--- config.mk ---
export PLATFORM = sky130hd
export DESIGN_NAME = seg7_scan_driver
export DESIGN_NICKNAME = d
export VERILOG_FILES = /design/src/rtl/seg7_scan_driver.sv
export SDC_FILE = /design/constraint.sdc
export NUM_CORES = 1
export LEC_CHECK = 0
export ABC_AREA = 1
export CAP_MARGIN = 40
export CORE_ASPECT_RATIO = 1.25
export CORE_MARGIN = 3
export CORE_UTILIZATION = 40
export CTS_BUF_LIST = sky130_fd_sc_hd__clkbuf_4 sky130_fd_sc_hd__clkbuf_8 sky130_fd_sc_hd__clkbuf_16
export DETAILED_ROUTE_END_ITERATION = 7
export GPL_TIMING_DRIVEN = 1
export HOLD_SLACK_MARGIN = 0.02
export PLACE_DENSITY = 0.59
export SLEW_MARGIN = 0
export SYNTH_ARGS = -nofsm -noshare
export SYNTH_HDL_FRONTEND = slang
export SYNTH_SLANG_ARGS = --single-unit
export TNS_END_PERCENT = 50
--- constraint.sdc ---
create_clock -name clk -period 2.4 [get_ports clk]
set_input_delay 0.48 -clock clk [delete_from_list [all_inputs] [get_ports clk]]
set_output_delay 0.48 -clock clk [all_outputs]
set_load 0.01 [all_outputs]
--- src/rtl/seg7_scan_driver.sv ---
// Time-multiplexed N-digit 7-segment driver: double-buffered hex value, per-digit
// decimal points, anti-ghost blank window and optional leading-zero blanking.
module seg7_scan_driver #(
  parameter int NUM_DIGITS   = 4,
  parameter int SCAN_DIV     = 1000,
  parameter int BLANK_CYCLES = 2
) (
  input  logic                    clk,
  input  logic                    rst_n,
  input  logic                    enable,
  input  logic                    load,
  input  logic [4*NUM_DIGITS-1:0] value,
  input  logic [NUM_DIGITS-1:0]   dp_in,
  input  logic                    blank_lz,
  output logic [7:0]              seg_out,
  output logic [NUM_DIGITS-1:0]   dig_sel_n,
  output logic                    frame_done
);
  localparam int PW = $clog2(SCAN_DIV);
  localparam int IW = (NUM_DIGITS > 1) ? $clog2(NUM_DIGITS) : 1;
  localparam int VW = 4 * NUM_DIGITS;

  // Segment patterns are active-low with the dp bit (bit 0) left dark.
  function automatic logic [7:0] decode(input logic [3:0] nib);
    case (nib)
      4'h0: decode = 8'h03;  4'h1: decode = 8'h9F;
      4'h2: decode = 8'h25;  4'h3: decode = 8'h0D;
      4'h4: decode = 8'h99;  4'h5: decode = 8'h49;
      4'h6: decode = 8'h41;  4'h7: decode = 8'h1F;
      4'h8: decode = 8'h01;  4'h9: decode = 8'h09;
      4'hA: decode = 8'h11;  4'hB: decode = 8'hC1;
      4'hC: decode = 8'hE5;  4'hD: decode = 8'h85;
      4'hE: decode = 8'h61;  default: decode = 8'h71;
    endcase
  endfunction

  logic [PW-1:0]         presc_q, presc_d;
  logic [IW-1:0]         idx_q, idx_d;
  logic                  fd_q, fd_d;
  logic [VW-1:0]         disp_val_q, disp_val_d, pend_val_q, pend_val_d;
  logic [NUM_DIGITS-1:0] disp_dp_q, disp_dp_d, pend_dp_q, pend_dp_d;
  logic                  disp_lz_q, disp_lz_d, pend_lz_q, pend_lz_d;
  logic                  pend_valid_q, pend_valid_d;
  logic [7:0]            seg_q, seg_d;
  logic [NUM_DIGITS-1:0] sel_q, sel_d;

  logic term, last, wrap, commit;

  always_comb begin
    term   = (presc_q == PW'(SCAN_DIV - 1));
    last   = (idx_q == IW'(NUM_DIGITS - 1));
    wrap   = enable && term && last;
    // While disabled the display is not being scanned, so commits are immediate.
    commit = wrap || !enable;

    presc_d = presc_q;
    idx_d   = idx_q;
    fd_d    = 1'b0;
    if (!enable) begin
      presc_d = '0;
      idx_d   = '0;
    end else if (term) begin
      presc_d = '0;
      idx_d   = last ? '0 : idx_q + IW'(1);
      fd_d    = wrap;
    end else begin
      presc_d = presc_q + PW'(1);
    end

    disp_val_d   = disp_val_q;
    disp_dp_d    = disp_dp_q;
    disp_lz_d    = disp_lz_q;
    pend_val_d   = pend_val_q;
    pend_dp_d    = pend_dp_q;
    pend_lz_d    = pend_lz_q;
    pend_valid_d = pend_valid_q;
    if (commit) begin
      pend_valid_d = 1'b0;
      if (load) begin
        disp_val_d = value;
        disp_dp_d  = dp_in;
        disp_lz_d  = blank_lz;
      end else if (pend_valid_q) begin
        disp_val_d = pend_val_q;
        disp_dp_d  = pend_dp_q;
        disp_lz_d  = pend_lz_q;
      end
    end else if (load) begin
      pend_val_d   = value;
      pend_dp_d    = dp_in;
      pend_lz_d    = blank_lz;
      pend_valid_d = 1'b1;
    end
  end

  logic [NUM_DIGITS:0] zero_above;
  logic [3:0]          cur_nib;
  logic                cur_dp;
  logic                cur_blank;

  always_comb begin
    // zero_above[k]: nibbles k..NUM_DIGITS-1 of the display value are all zero.
    zero_above[NUM_DIGITS] = 1'b1;
    for (int k = NUM_DIGITS - 1; k >= 0; k--)
      zero_above[k] = zero_above[k+1] && (disp_val_q[4*k +: 4] == 4'h0);

    cur_nib   = 4'h0;
    cur_dp    = 1'b0;
    cur_blank = 1'b0;
    sel_d     = '1;
    for (int k = 0; k < NUM_DIGITS; k++) begin
      if (idx_q == IW'(k)) begin
        cur_nib   = disp_val_q[4*k +: 4];
        cur_dp    = disp_dp_q[k];
        cur_blank = disp_lz_q && zero_above[k] && (k != 0);
        sel_d[k]  = 1'b0;
      end
    end

    seg_d = decode(cur_nib);
    if (cur_blank) seg_d[7:1] = 7'h7F;
    if (cur_dp)    seg_d[0]   = 1'b0;

    if (!enable || (int'(presc_q) < BLANK_CYCLES)) begin
      seg_d = 8'hFF;
      sel_d = '1;
    end
  end

  always_ff @(posedge clk or negedge rst_n) begin
    if (!rst_n) begin
      presc_q      <= '0;
      idx_q        <= '0;
      fd_q         <= 1'b0;
      disp_val_q   <= '0;
      disp_dp_q    <= '0;
      disp_lz_q    <= 1'b0;
      pend_val_q   <= '0;
      pend_dp_q    <= '0;
      pend_lz_q    <= 1'b0;
      pend_valid_q <= 1'b0;
      seg_q        <= 8'hFF;
      sel_q        <= '1;
    end else begin
      presc_q      <= presc_d;
      idx_q        <= idx_d;
      fd_q         <= fd_d;
      disp_val_q   <= disp_val_d;
      disp_dp_q    <= disp_dp_d;
      disp_lz_q    <= disp_lz_d;
      pend_val_q   <= pend_val_d;
      pend_dp_q    <= pend_dp_d;
      pend_lz_q    <= pend_lz_d;
      pend_valid_q <= pend_valid_d;
      seg_q        <= seg_d;
      sel_q        <= sel_d;
    end
  end

  assign seg_out    = seg_q;
  assign dig_sel_n  = sel_q;
  assign frame_done = fd_q;
endmodule
==> results of run 1 <==
-- where the power goes --
| part | internal [µW] | switching (µW) | leakage, µW |
|---|---|---|---|
| combinational | 190 | 271 | 0.00122 |
| clock | 484 | 471 | 0.0000958 |
| sequential | 1270 | 73.3 | 0.000844 |
| total | 1950 | 815 | 0.00216 |
-- per-layer routing --
metal / track usage / routed length [µm]
met3: 0.03176 / 326
met2: 0.2647 / 3590
met4: 0.06537 / 136
met5: 0 / 0
met1: 0.2096 / 3602
-- metrics by stage --
step	utilization	hold WS [ps]	total power (µW)	setup WS [ps]	instance area (µm²)
final	0.4999	108.6	2761	283.4	4235
after global routing	0.4999	139.8	2922	86.40	4235
after CTS	0.4993	115.3	2798	185.8	4230
after detailed placement	0.4757	449.8	1831	205.5	4030
after global placement	0.4757	452.4	1823	223.7	4030
after floorplan	-	184.4	1654	366.7	3581
-- cells in the mapped netlist --
library cell and n:
and2_0 1, nor2_4 1, o31ai_1 1, o21ai_0 10, xor2_1 1, nor3_1 1, nand4_1 23, a21oi_1 16
nand3_1 43, nand3b_1 1, nand3_2 1, nand2_4 3, nor4_1 1, o21ai_1 1, ha_1 11, o211ai_1 1
dfstp_2 12, or2_2 1, nor2_1 27, clkbuf_1 7, a21boi_0 1, nand2_1 207, buf_4 3, buf_1 3
buf_6 4, inv_1 27, buf_2 6, dfrtp_1 56
-- worst reg2reg max path: cells and delay by family (launching register included) --
kind          cells  cell delay, ps
fa+ha+maj         2             560
buf+inv           3             350
flops             1             380
simple gates      6             750
-- cells by family (layout without fill, tap and decap cells) --
group | after synthesis | count (layout) | synth area share
AOI/OAI and AO/OA | 30 | 30 | 0.04403
xor gates and xnor gates | 1 | 1 | 0.002446
adders and majority gates | 11 | 11 | 0.03843
buffers and inverters | 50 | 88 | 0.06604
DFF | 68 | 68 | 0.4794
and+or+nand+nor | 310 | 310 | 0.3697
-- worst max path at each step --
stage	from	to	slack (ps)	cells past startpoint
2_1_floorplan	idx_q[0]	seg_out[4]	370	12
3_3_place_gp	idx_q[0]	seg_out[4]	220	12
3_5_place_dp	idx_q[0]	seg_out[6]	210	13
4_1_cts	idx_q[0]	seg_out[6]	190	13
5_1_grt	idx_q[0]	seg_out[4]	90	12
6_report	idx_q[0]	seg_out[6]	280	11
-- layout make-up --
type | instances | area [µm²]
sequential | 68 | 1717
clock buffer | 9 | 123.9
timing repair buffer | 45 | 437.9
tap | 117 | 146.4
clock inverter | 7 | 76.32
inverter | 27 | 101.3
multi-input combinational | 352 | 1633
fill | 853 | 4237
-- flip-flops by register name, summed over array words and instances, names as in the netlist --
register      flops
disp_val_q       16
pend_val_q       16
presc_q          10
seg_out           8
dig_sel_n         4
disp_dp_q         4
pend_dp_q         4
idx_q             2
disp_lz_q         1
frame_done        1
pend_lz_q         1
pend_valid_q      1
==> impl_results.md, run 1 <==
* Status: finished, final reports clean
* I/O pin total at 38
* Vias in the first global route at 2918
* Synthesized flop and latch total at 68
* Largest net degree at the start of global routing at 46
* Area Overhead vs Synth at 18.27%
* Hold Path Class: input pin to async pin
* Routed length per instance at around 12 µm
* Total number of yosys warnings at 0
* RR Endpoint: seg_out[6]
* Reg2Reg Setup Slack at between 200 and 300 ps
* RSZ-0062 raised after global routing: false
* Starting density of the core at 0.4227
* Worst stage delay on the critical path at 380 ps
* Crit path DAT at 2400 ps
* Most common cell after layout, fill and taps aside: nand2_1
* CTS clk-pin slew, worst paths at roughly 80 ps
* Vias/cell at about 4.8
* R2r startpoint: idx_q[0]
* Non-filler instance count after layout at roughly 630
* CP endpoint kind: flop
* Share of layout cells above drive strength 1 at 0.08858
* CP max stage cell: dfrtp_1
* Most frequent cells in the layout: nand2_1 (207), dfrtp_1 (56), nand3_1 (43)
* TritonCTS clock tree: done
* Dominant cells by area after synthesis: dfrtp_1 (39%), nand2_1 (22%), dfstp_2 (8.8%)
* Most used cell, CP: nand2_1
* ANT nets after route at 0
* Pleak at about 0.0022 µW
* I/O Buffers at 37
* Root buf cell: clkbuf_8
* Routability cong. at about 0.8
* All-Layer GR Usage at 0.1617
* DR iter-0 viols at between 150 and 200
* Final Slew Violations at 0
* CP Class: flop to flop
* DRC at 0
* Placement row count at 37
* Detailed placer's ending HPWL at 5510 µm
* Synth area leader: dfrtp_1
* Hold buffer count at CTS at 0
* CP Buf/Inv Count at 3
* Postcts setup bufs at 0
* Tmin final at about 2100 ps
* Clock sinks at 68
* Die H at 111.8 µm
* Setup violators final at 0
* Crit-path cells: ha_1 -> inv_1 -> or2_2 -> nand2_1 -> inv_1 -> ha_1 -> inv_1 -> nand2_1 -> nand2_1 -> nand2_1 -> nand2_1
* Tightest Pin Transition at between 500 and 600 ps
* Clock Path Buffers at 2
* Crit path max fanout at 7
* Relative slew slack at 0.6350
* Worst reg-to-reg path cell count at 11
* Netlist Area Pre-Place at approximately 3600 µm²
* Ratio of total power to cell area at ~650 nW/µm²
* Synth unique cells at 28
* Syn_nets at slightly above 500
* Register area share after synthesis at 0.4794
* Critical Path RT at 2680 ps
* DIE AREA at 10130 µm²
* Total Routed Length at around 7700 µm
* Clk_skew at 6.586 ps
* Mean Syn Cell Area at 7.619 µm²
* # diodes at 0
* Detailed-router iteration count before antenna repair at 4
* Max Cap Viol at 0
* Inst Count DP at about 610
* Clk_lat worst skew at between 300 and 400 ps
* Crit start category: flop
* GR Overflow Total at 0
* Vias after detailed routing at 3020
* Post-Route Setup TNS at 0 ps
* CORE AREA at roughly 8500 µm²
* Maximum vdd drop at 0.2985 mV
* Die width at 90.63 µm
* Cells after synthesis at 470
* Layout net count at roughly 540
* FMAX at 0.4725 GHz
* Cts bufs inserted at 9
* First-pass GRT wire length at approximately 14000 µm
* Final Hold Vio Count at 0
* CTS resizes at 0
* Initial antenna violation count at 0
* CP delay by family, top: simple AND/OR/NAND/NOR gates
* CTS H-tree lvls at 3
* Yosys top cell area share at 0.3913
* Crit share post-route at 0.8819
Power figures use the tool's default switching activity.
==> run 2, diff against run 1 <==
--- a/config.mk
+++ b/config.mk
@@ -11,6 +11,7 @@
 export CORE_MARGIN = 3
 export CORE_UTILIZATION = 40
 export CTS_BUF_LIST = sky130_fd_sc_hd__clkbuf_4 sky130_fd_sc_hd__clkbuf_8 sky130_fd_sc_hd__clkbuf_16
+export CTS_CLUSTER_SIZE = 28
 export DETAILED_ROUTE_END_ITERATION = 7
 export GPL_TIMING_DRIVEN = 1
 export HOLD_SLACK_MARGIN = 0.02
==> results of run 2 <==
Final layout, timing and power as in run 1 (identical DEF).
